$ cat config.mk
export PLATFORM = sky130hd
export DESIGN_NAME = regfile_mp
export DESIGN_NICKNAME = d
export VERILOG_FILES = /design/src/rtl/regfile_pkg.sv /design/src/rtl/regfile_scoreboard.sv /design/src/rtl/regfile_mp.sv
export SDC_FILE = /design/constraint.sdc
export NUM_CORES = 2
export LEC_CHECK = 0
export ABC_AREA = 0
export CORE_MARGIN = 5
export CORE_UTILIZATION = 40
export DETAILED_ROUTE_END_ITERATION = 16
export PLACE_DENSITY = 0.63
export REMOVE_ABC_BUFFERS = 1
export SLEW_MARGIN = 15
export SYNTH_ARGS = -nofsm -noshare
export SYNTH_HDL_FRONTEND = slang
export SYNTH_SLANG_ARGS = --single-unit
$ cat constraint.sdc
create_clock -name clk -period 6.84 [get_ports clk]
set_input_delay 0.684 -clock clk [delete_from_list [all_inputs] [get_ports clk]]
set_output_delay 0.684 -clock clk [all_outputs]
set_load 0.005 [all_outputs]
$ cat src/rtl/regfile_pkg.sv
// Shared defaults and address type for the multi-port register file.
package regfile_pkg;

  localparam int DATA_WIDTH_DEF = 32;
  localparam int NUM_REGS_DEF   = 32;
  localparam int AW             = $clog2(NUM_REGS_DEF);

  typedef logic [AW-1:0] reg_addr_t;

endpackage

$ cat src/rtl/regfile_scoreboard.sv
// Pending-write scoreboard: one busy bit per register, released by writeback,
// set by decode allocation, cleared wholesale by flush; registered popcount.
module regfile_scoreboard import regfile_pkg::*; #(
  parameter int NUM_REGS = NUM_REGS_DEF,
  parameter int NUM_WR   = 2,
  localparam int AW      = $clog2(NUM_REGS)
) (
  input  logic                      clk,
  input  logic                      rst_n,
  input  logic [NUM_WR-1:0]         wr_en_i,
  input  logic [NUM_WR-1:0][AW-1:0] wr_addr_i,
  input  logic                      alloc_en_i,
  input  logic [AW-1:0]             alloc_addr_i,
  input  logic                      flush_i,
  output logic [NUM_REGS-1:0]       busy_o,
  output logic [AW:0]               busy_cnt_o
);

  logic [NUM_REGS-1:0] busy_q, busy_d;
  logic [AW:0]         cnt_q, cnt_d;

  // Release first, then alloc on top: a same-cycle alloc names a younger producer.
  always_comb begin
    busy_d = busy_q;
    for (int w = 0; w < NUM_WR; w++) begin
      if (wr_en_i[w]) busy_d[wr_addr_i[w]] = 1'b0;
    end
    if (flush_i) begin
      busy_d = '0;
    end else if (alloc_en_i) begin
      busy_d[alloc_addr_i] = 1'b1;
    end
    busy_d[0] = 1'b0;

    cnt_d = '0;
    for (int r = 1; r < NUM_REGS; r++) begin
      cnt_d = cnt_d + {{AW{1'b0}}, busy_d[r]};
    end
  end

  always_ff @(posedge clk or negedge rst_n) begin
    if (!rst_n) begin
      busy_q <= '0;
      cnt_q  <= '0;
    end else begin
      busy_q <= busy_d;
      cnt_q  <= cnt_d;
    end
  end

  assign busy_o     = busy_q;
  assign busy_cnt_o = cnt_q;

endmodule

$ cat src/rtl/regfile_mp.sv
// Multi-port register file (x0 hardwired to zero) with per-read busy status.
// Optional same-cycle write-to-read forwarding when REGFILE_BYPASS_EN is defined.
module regfile_mp import regfile_pkg::*; #(
  parameter int DATA_WIDTH = DATA_WIDTH_DEF,
  parameter int NUM_REGS   = NUM_REGS_DEF,
  parameter int NUM_RD     = 3,
  parameter int NUM_WR     = 2,
  localparam int AW        = $clog2(NUM_REGS)
) (
  input  logic                              clk,
  input  logic                              rst_n,
  input  logic [NUM_RD-1:0][AW-1:0]         rd_addr_i,
  output logic [NUM_RD-1:0][DATA_WIDTH-1:0] rd_data_o,
  output logic [NUM_RD-1:0]                 rd_busy_o,
  input  logic [NUM_WR-1:0]                 wr_en_i,
  input  logic [NUM_WR-1:0][AW-1:0]         wr_addr_i,
  input  logic [NUM_WR-1:0][DATA_WIDTH-1:0] wr_data_i,
  input  logic                              alloc_en_i,
  input  logic [AW-1:0]                     alloc_addr_i,
  input  logic                              flush_i,
  output logic [AW:0]                       busy_cnt_o
);

  logic [DATA_WIDTH-1:0] regs_q [NUM_REGS];
  logic [DATA_WIDTH-1:0] regs_d [NUM_REGS];
  logic [NUM_REGS-1:0]   busy;

  regfile_scoreboard #(
    .NUM_REGS (NUM_REGS),
    .NUM_WR   (NUM_WR)
  ) u_sb (
    .clk          (clk),
    .rst_n        (rst_n),
    .wr_en_i      (wr_en_i),
    .wr_addr_i    (wr_addr_i),
    .alloc_en_i   (alloc_en_i),
    .alloc_addr_i (alloc_addr_i),
    .flush_i      (flush_i),
    .busy_o       (busy),
    .busy_cnt_o   (busy_cnt_o)
  );

  // Later ports overwrite earlier ones, so the highest-index port wins a collision.
  always_comb begin
    regs_d = regs_q;
    for (int w = 0; w < NUM_WR; w++) begin
      if (wr_en_i[w] && wr_addr_i[w] != '0) regs_d[wr_addr_i[w]] = wr_data_i[w];
    end
  end

  always_ff @(posedge clk or negedge rst_n) begin
    if (!rst_n) begin
      for (int r = 0; r < NUM_REGS; r++) regs_q[r] <= '0;
    end else begin
      regs_q <= regs_d;
    end
  end

  always_comb begin
    rd_data_o = '0;
    rd_busy_o = '0;
    for (int k = 0; k < NUM_RD; k++) begin
      if (rd_addr_i[k] != '0) begin
        rd_data_o[k] = regs_q[rd_addr_i[k]];
        rd_busy_o[k] = busy[rd_addr_i[k]];
      end
`ifdef REGFILE_BYPASS_EN
      // A value arriving this cycle satisfies its reader regardless of the busy bit.
      for (int w = 0; w < NUM_WR; w++) begin
        if (wr_en_i[w] && wr_addr_i[w] != '0 && wr_addr_i[w] == rd_addr_i[k]) begin
          rd_data_o[k] = wr_data_i[w];
          rd_busy_o[k] = 1'b0;
        end
      end
`endif
    end
  end

endmodule

After elaboration in Yosys (flattened, before gate mapping)
Index checks and enable logic that the tools add are counted.
- bits in read-only memories: 0
- input port bits: 100
- bits in writable memories: 0
- memories: 0
- flip-flop bits (word level): 1061
- word-level logic and storage cells: 141
- latch bits: 0
- add/sub/neg operators: 30
- $mul: 0
- bitwise logic cells: 10
- shift operators: 0
- div/mod/pow operators: 0
- reductions and logical operators: 12
- equal/unequal tests: 0
- order comparisons: 16
- mux-type cells: 39
- operators with widths (kind ; number):
    1024-bit bitwise mux ; 2
    1024-bit two-way mux ; 2
    32-bit binary-select mux with 5-bit select ; 3
    32-bit two-way mux ; 15
    32-bit demux with 5-bit select ; 2
    6-bit by 1-bit adder with 6-bit output ; 29
    32-bit AND ; 2
    32-bit NOT ; 2
    5-bit by 6-bit less-than comparator with 1-bit output, second input constant ; 6
    32-bit bitwise OR ; 1
    6-bit >= comparator, second input constant ; 5
    5-bit NOT with 6-bit output ; 5
    5-bit nonzero test ; 5
    1-bit binary-select mux with 5-bit select ; 3
    1-bit demux with 5-bit select ; 3
    5-bit by 1-bit >= comparator with 1-bit output, second input constant ; 3
    6-bit by 1-bit less-than comparator with 1-bit output, second input constant ; 2
    1-bit two-way mux ; 9
    1-bit logical AND ; 7
    1-bit by 1-bit adder with 2-bit output ; 1

Depth between registers and ports, before layout
- depth in word-level cells: 42
- mapped depth: 23

Cells and area by module
Synthesis repeated with hierarchy kept, for this count alone.
- cell total of the unflattened synthesis: 6991
- area total of the unflattened synthesis: 75329.7 um^2
- by module, submodules not included (module ; times used ; area an instance (um^2) ; cells an instance):
    regfile_mp ; 1 ; 72558.3 ; 6701
    regfile_scoreboard ; 1 ; 2771.4 ; 290

Worst setup path after synthesis
No wires, ideal clock.
- path kind: input -> register
- from: input wr_addr_i[2] in the netlist's numbering
- to: register u_sb.cnt_q[4], in the netlist u_sb.busy_cnt_o[4]
- buffers on the path: 2
- path slack: 0.671 ns
- required time: 6.760 ns
- setup time: 0.080 ns
- data arrival time: 6.089 ns
- stages on the path: 20
- cells stage by stage: buf_2 > nor3b_2 > nand3_2 > buf_2 > a32oi_1 > nor2_1 > ha_1 > inv_1 > fa_1 > fa_1 > fa_1 > fa_1 > fa_1 > inv_1 > fa_1 > ha_1 > fa_1 > a21o_1 > a21oi_1 > xnor2_1
- cells in the longest elaborated chain, start to end: 42
- ends and longest elaborated chain (item ; line ; source):
    start: declaration ; regfile_mp.sv:16 ; input logic [NUM_WR-1:0][AW-1:0] wr_addr_i,
    5-bit by 6-bit less-than comparator with 1-bit output (not written as such) / 5-bit by 1-bit >= comparator with 1-bit output (equally long branches) ; regfile_scoreboard.sv:26 ; if (wr_en_i[w]) busy_d[wr_addr_i[w]] = 1'b0;
    1-bit logical AND (not written as such) ; regfile_scoreboard.sv:26 ;
    1-bit two-way mux (not written as such) ; regfile_scoreboard.sv:26 ;
    1-bit demux with 5-bit select (*) ; - ;
    32-bit NOT (no source line) (*) ; - ;
    32-bit AND (no source line) (*) ; - ;
    32-bit two-way mux (*) ; regfile_scoreboard.sv:26 ;
    32-bit AND (no source line) ; - ;
    32-bit two-way mux (*) ; regfile_scoreboard.sv:26 ;
    32-bit bitwise OR (no source line) ; - ;
    32-bit two-way mux (*) ; regfile_scoreboard.sv:30 ; end else if (alloc_en_i) begin
    32-bit two-way mux (*) ; regfile_scoreboard.sv:28 ; if (flush_i) begin
    net u_sb.busy_d[2] ; regfile_scoreboard.sv:19 ; logic [NUM_REGS-1:0] busy_q, busy_d;
    1-bit by 1-bit adder with 2-bit output (*) ; regfile_scoreboard.sv:37 ; cnt_d = cnt_d + {{AW{1'b0}}, busy_d[r]};
    6-bit by 1-bit adder with 6-bit output (*) (29 in a row) ; regfile_scoreboard.sv:37 ;
    net u_sb.cnt_d[4] ; regfile_scoreboard.sv:20 ; logic [AW:0] cnt_q, cnt_d;
    end signal: assignment ; regfile_scoreboard.sv:47 ; cnt_q <= cnt_d;
    end: declaration ; regfile_scoreboard.sv:20 ;
The timed path passes the listed nets; every way through them passes the cells marked *.

Final worst setup path
- from: input wr_en_i[1]
- to: register u_sb.cnt_q[4], in the netlist u_sb.busy_cnt_o[4]
- cells in the longest elaborated chain, start to end: 34
- ends and longest elaborated chain (item ; line ; source):
    start: declaration ; regfile_mp.sv:15 ; input logic [NUM_WR-1:0] wr_en_i,
    32-bit two-way mux (*) ; regfile_scoreboard.sv:26 ;
    32-bit bitwise OR (no source line) ; - ;
    32-bit two-way mux (*) ; regfile_scoreboard.sv:30 ;
    32-bit two-way mux (*) ; regfile_scoreboard.sv:28 ;
    1-bit by 1-bit adder with 2-bit output ; regfile_scoreboard.sv:37 ;
    6-bit by 1-bit adder with 6-bit output (28 in a row) ; regfile_scoreboard.sv:37 ;
    6-bit by 1-bit adder with 6-bit output (*) ; regfile_scoreboard.sv:37 ;
    net u_sb.cnt_d[4] ; regfile_scoreboard.sv:20 ;
Marks and branches as above.

==> tab_implementation.tex <==
\begin{tabular}{lr}
\hline
Metric & Value \\
\hline
\multicolumn{2}{l}{\textbf{GRT}} \\
Global routing usage summed across all routing layers & 0.342 \\
Maximum number of pins on one net before global-route repair & 162 \\
Met3 routing resource usage after global routing & 0.128 \\
Peak-usage layer in the global routing report & met2 \\
Congestion Overflow GR & 0 \\
Fraction of met2 tracks used by global routing & 0.486 \\
Fraction of met1 tracks used by global routing & 0.413 \\
Wire length of the first global-routing pass & 487000 µm \\
Number of global-route vias before repair & roughly 65000 \\
Number of antenna violations at the first check in global routing & 27 \\
\multicolumn{2}{l}{\textbf{STA}} \\
Tmin final & 5.95 ns \\
F\_max & between 0.15 and 0.2 GHz \\
Final-report setup violation count & 0 \\
Period utilization & 0.869 \\
Worst-case headroom to the max-slew limit & 0.0715 \\
Final max-slew violation count & 0 \\
Worst Tran Pin Value & 1.39 ns \\
Clock skew after layout & between 0.005 and 0.006 ns \\
Worst setup slack after layout & 0.895 ns \\
Final-report hold violation count & 0 \\
Unrepaired setup endpoints after global routing & false \\
\multicolumn{2}{l}{\textbf{Synthesis}} \\
Number of enable flip-flop cells after synthesis & 0 \\
Post-synthesis async set-or-reset flop share & 1.00 \\
Multiplexer share of the synthesized area & 0.343 \\
Cells after Synth & between 7000 and 8000 \\
Cell with the most instances after synthesis & sky130\_fd\_sc\_hd\_\_dfrtp\_1 \\
Synth Register Bits & $\sim$1100 \\
Top cells by count, synth & 1061 x sky130\_fd\_sc\_hd\_\_dfrtp\_1, 894 x sky130\_fd\_sc\_hd\_\_mux2i\_1, 690 x sky130\_fd\_sc\_hd\_\_mux4\_2 \\
Top cells by area in the synthesized netlist & sky130\_fd\_sc\_hd\_\_dfrtp\_1 36\%, sky130\_fd\_sc\_hd\_\_mux4\_2 21\%, sky130\_fd\_sc\_hd\_\_mux2i\_1 12\% \\
Synth Area in Simple Gates & 0.0810 \\
Top flip-flop cell by instance count after synthesis & sky130\_fd\_sc\_hd\_\_dfrtp\_1 \\
Main combinational cell family by area after synthesis & multiplexers \\
Area share of the largest cell type after synthesis & 0.355 \\
Sequential-to-total area share from yosys stat & 0.355 \\
Adder-Cell Fraction of Synth Area & 0.00767 \\
Yosys warns & 0 \\
Unique cell type count in the Yosys netlist & 54 \\
Xor/xnor share of the synthesized area & 0.000351 \\
Post-synthesis instance area & roughly 75000 µm² \\
Avg Cell Area, Syn & 10.6 µm² \\
Cell accounting for the most synthesized area & sky130\_fd\_sc\_hd\_\_dfrtp\_1 \\
Post-synthesis compound-gate area fraction & 0.157 \\
\multicolumn{2}{l}{\textbf{Setup path}} \\
R2R setup slack & 1.55 ns \\
Capture point of the worst reg-to-reg path & u\_sb.busy\_cnt\_o[4] \\
Kind of launch point of the worst setup path & primary input \\
Critical-path maximum fanout & 8 \\
CP peak stage delay & about 0.58 ns \\
Required time reported for the critical path endpoint & 7.54 ns \\
Cells traversed along the worst timing path & clkdlybuf4s50\_1 > and3\_1 > nand2\_1 > a32o\_1 > nand2b\_1 > fa\_1 > fa\_1 > inv\_1 > fa\_1 > inv\_1 > fa\_1 > fa\_1 > inv\_1 > fa\_1 > ha\_1 > fa\_1 > a21o\_1 > a21oi\_1 > xnor2\_1 \\
Crit-path most repeated cell & sky130\_fd\_sc\_hd\_\_fa\_1 \\
Critical path start-end classification & in2reg \\
Master of the slowest instance on the critical path & sky130\_fd\_sc\_hd\_\_clkdlybuf4s50\_1 \\
Reg-to-reg startpoint & u\_sb.busy\_o[2] \\
Kind of end point of the critical path & flip-flop \\
Cell depth of the worst flop-to-flop path & 16 \\
Endpoint arrival time on the critical path & between 6 and 7 ns \\
\multicolumn{2}{l}{\textbf{Min path}} \\
Min-delay worst type & in2async \\
\multicolumn{2}{l}{\textbf{Floorplan}} \\
Die Area & 196000 µm² \\
Row cnt & 158 \\
Core Area & 186000 µm² \\
Io pins & 205 \\
Width of the chip & 442 µm \\
Die Span Y & 442 µm \\
Effective utilization at floorplan & 0.403 \\
\multicolumn{2}{l}{\textbf{Clock tree}} \\
Post-CTS setup buffer count & 0 \\
Clock Path Buffers & 3 \\
Resize count post-CTS & 0 \\
H-tree Lvls & 3 \\
Sink Count & 1061 \\
Clock transition at path regs & approximately 0.06 ns \\
Hold bufs inserted after CTS & 0 \\
Clock tree from TritonCTS & done \\
Clock latency reported for the late side of the worst-skew pair & between 0.7 and 0.8 ns \\
Cell at the root of the clock tree & sky130\_fd\_sc\_hd\_\_clkbuf\_16 \\
CTS Buf Count & between 100 and 150 \\
\multicolumn{2}{l}{\textbf{Drt}} \\
Routed wire length per instance & 37.3 µm \\
Wire length reported by the detailed router & 346000 µm \\
Via count of the routed design & approximately 66000 \\
DRC violation count after routing & 0 \\
Detailed-router iteration count before antenna repair & 10 \\
Number of routed nets with antenna violations & 0 \\
Starting DRT DRC Count & 11300 \\
Post-DR vias/cell & 7.13 \\
\multicolumn{2}{l}{\textbf{Placed design}} \\
Final estimated routing congestion in global placement & 0.978 \\
Post-Place Worst Slack & between 0.15 and 0.2 ns \\
Number of port buffers & 204 \\
Hpwl dp & 195000 µm \\
\multicolumn{2}{l}{\textbf{Power}} \\
Total power after layout & 0.0231 W \\
Pint & 0.0155 W \\
IR drop worst, VDD & 0.000253 V \\
Fraction of power consumed by the clock network & 0.299 \\
Part of the total power dissipated in combinational logic & 0.289 \\
Fraction of power spent switching nets & 0.330 \\
Share of power burned in registers & 0.413 \\
Switching power total & 0.00761 W \\
Pwr/cell area & 279 nW/µm² \\
Leakage power summed over all cells & between 30 and 40 nW \\
\multicolumn{2}{l}{\textbf{Flow run}} \\
Number of maximum-capacitance constraint violations & 0 \\
\multicolumn{2}{l}{\textbf{Finish}} \\
Fraction of final layout cells sized beyond drive strength 1 & 0.204 \\
Nets@finish & 6811 \\
Post-Route Utilization & 0.445 \\
Area added between synthesis and finish & 10.5\% \\
\multicolumn{2}{l}{\textbf{Status}} \\
Run status & complete, no violations \\
\hline
\end{tabular}
-- layer usage --
metal / share of wire / wire, µm
met2: 0.42 / 145000
met5: 0.00057 / 198
met1: 0.35 / 120000
met4: 0.099 / 34200
met3: 0.13 / 46500
-- power by group through the flow --
stage / registers, W / logic [W] / clock network [W]
after floorplan: 0.00895 / 0.00442 / 0
after global placement: 0.00932 / 0.00632 / 0
after CTS: 0.00939 / 0.00651 / 0.00688
after detailed placement: 0.00948 / 0.00649 / 0
final: 0.00951 / 0.00665 / 0.00689
after global routing: 0.00967 / 0.00706 / 0.00713
-- state kept, by name (all words and copies together) (netlist names) --
name	cells
regs_q	1024
u_sb.busy_cnt_o	6
u_sb.busy_o	31
-- cells in the final DEF, fill, tap and decap left out, types with 96 or more instances in the layout --
master and instances:
sky130_fd_sc_hd__mux4_2 690, sky130_fd_sc_hd__nand2_1 534, sky130_fd_sc_hd__a22oi_1 359, sky130_fd_sc_hd__mux2i_1 894
sky130_fd_sc_hd__a21oi_1 530, sky130_fd_sc_hd__dfrtp_1 1061, sky130_fd_sc_hd__o21ai_0 580, sky130_fd_sc_hd__mux2_2 102
sky130_fd_sc_hd__nor2b_1 107, sky130_fd_sc_hd__buf_4 209, sky130_fd_sc_hd__nor2_1 598, sky130_fd_sc_hd__clkbuf_16 120
sky130_fd_sc_hd__a221oi_1 96, sky130_fd_sc_hd__clkdlybuf4s50_1 161, sky130_fd_sc_hd__a211oi_1 96
-- cell type report --
cell class	instances	area (µm²)
Sequential cell	1061	26600
Timing Repair Buffer	434	3920
Fill cell	17000	103000
Clock inverter	43	542
Tap cell	2480	3100
Inverter	33	131
Clock buffer	175	3530
Antenna cell	31	77.6
Multi-Input combinational cell	5032	44700
-- metrics by stage --
stage	hold WS, ns	area, µm²	std cells	TNS (ns)
6_report	0.000177	82600	9289	0
5_1_grt	0.0677	82500	9266	0
4_1_cts	0.0187	82500	9256	0
3_5_place_dp	0.404	78500	9038	0
3_3_place_gp	0.393	78500	9038	0
2_1_floorplan	0.381	70700	6126	-0.0313
-- worst max-delay path, delay by kind of cell --
kind	cells	cell delay, ns
and+or+nand+nor	3	0.87
xor gates and xnor gates	1	0.13
AOI/OAI and AO/OA	3	0.68
buffers and inverters	4	0.74
adders and majority gates	8	3.52
-- worst max path at each step --
stage	depth (start not counted)	start	endpoint	slack (ns)
after floorplan	18	wr_addr_i[4]	u_sb.busy_cnt_o[4]	-0.03
after global placement	19	wr_en_i[1]	u_sb.busy_cnt_o[4]	0.14
after detailed placement	19	wr_en_i[1]	u_sb.busy_cnt_o[4]	0.19
after CTS	19	wr_en_i[1]	u_sb.busy_cnt_o[4]	0.93
after global routing	19	wr_en_i[1]	u_sb.busy_cnt_o[4]	0.67
final	19	wr_en_i[1]	u_sb.busy_cnt_o[4]	0.89
-- kinds of logic after synthesis --
kind of cell / count (synthesis)
adders and majority gates: 32
buffers and inverters: 928
DFF: 1061
AOI/OAI and AO/OA: 1896
muxes: 1686
and+or+nand+nor: 1415
xor gates and xnor gates: 3
(Power assumes the default switching activity.)
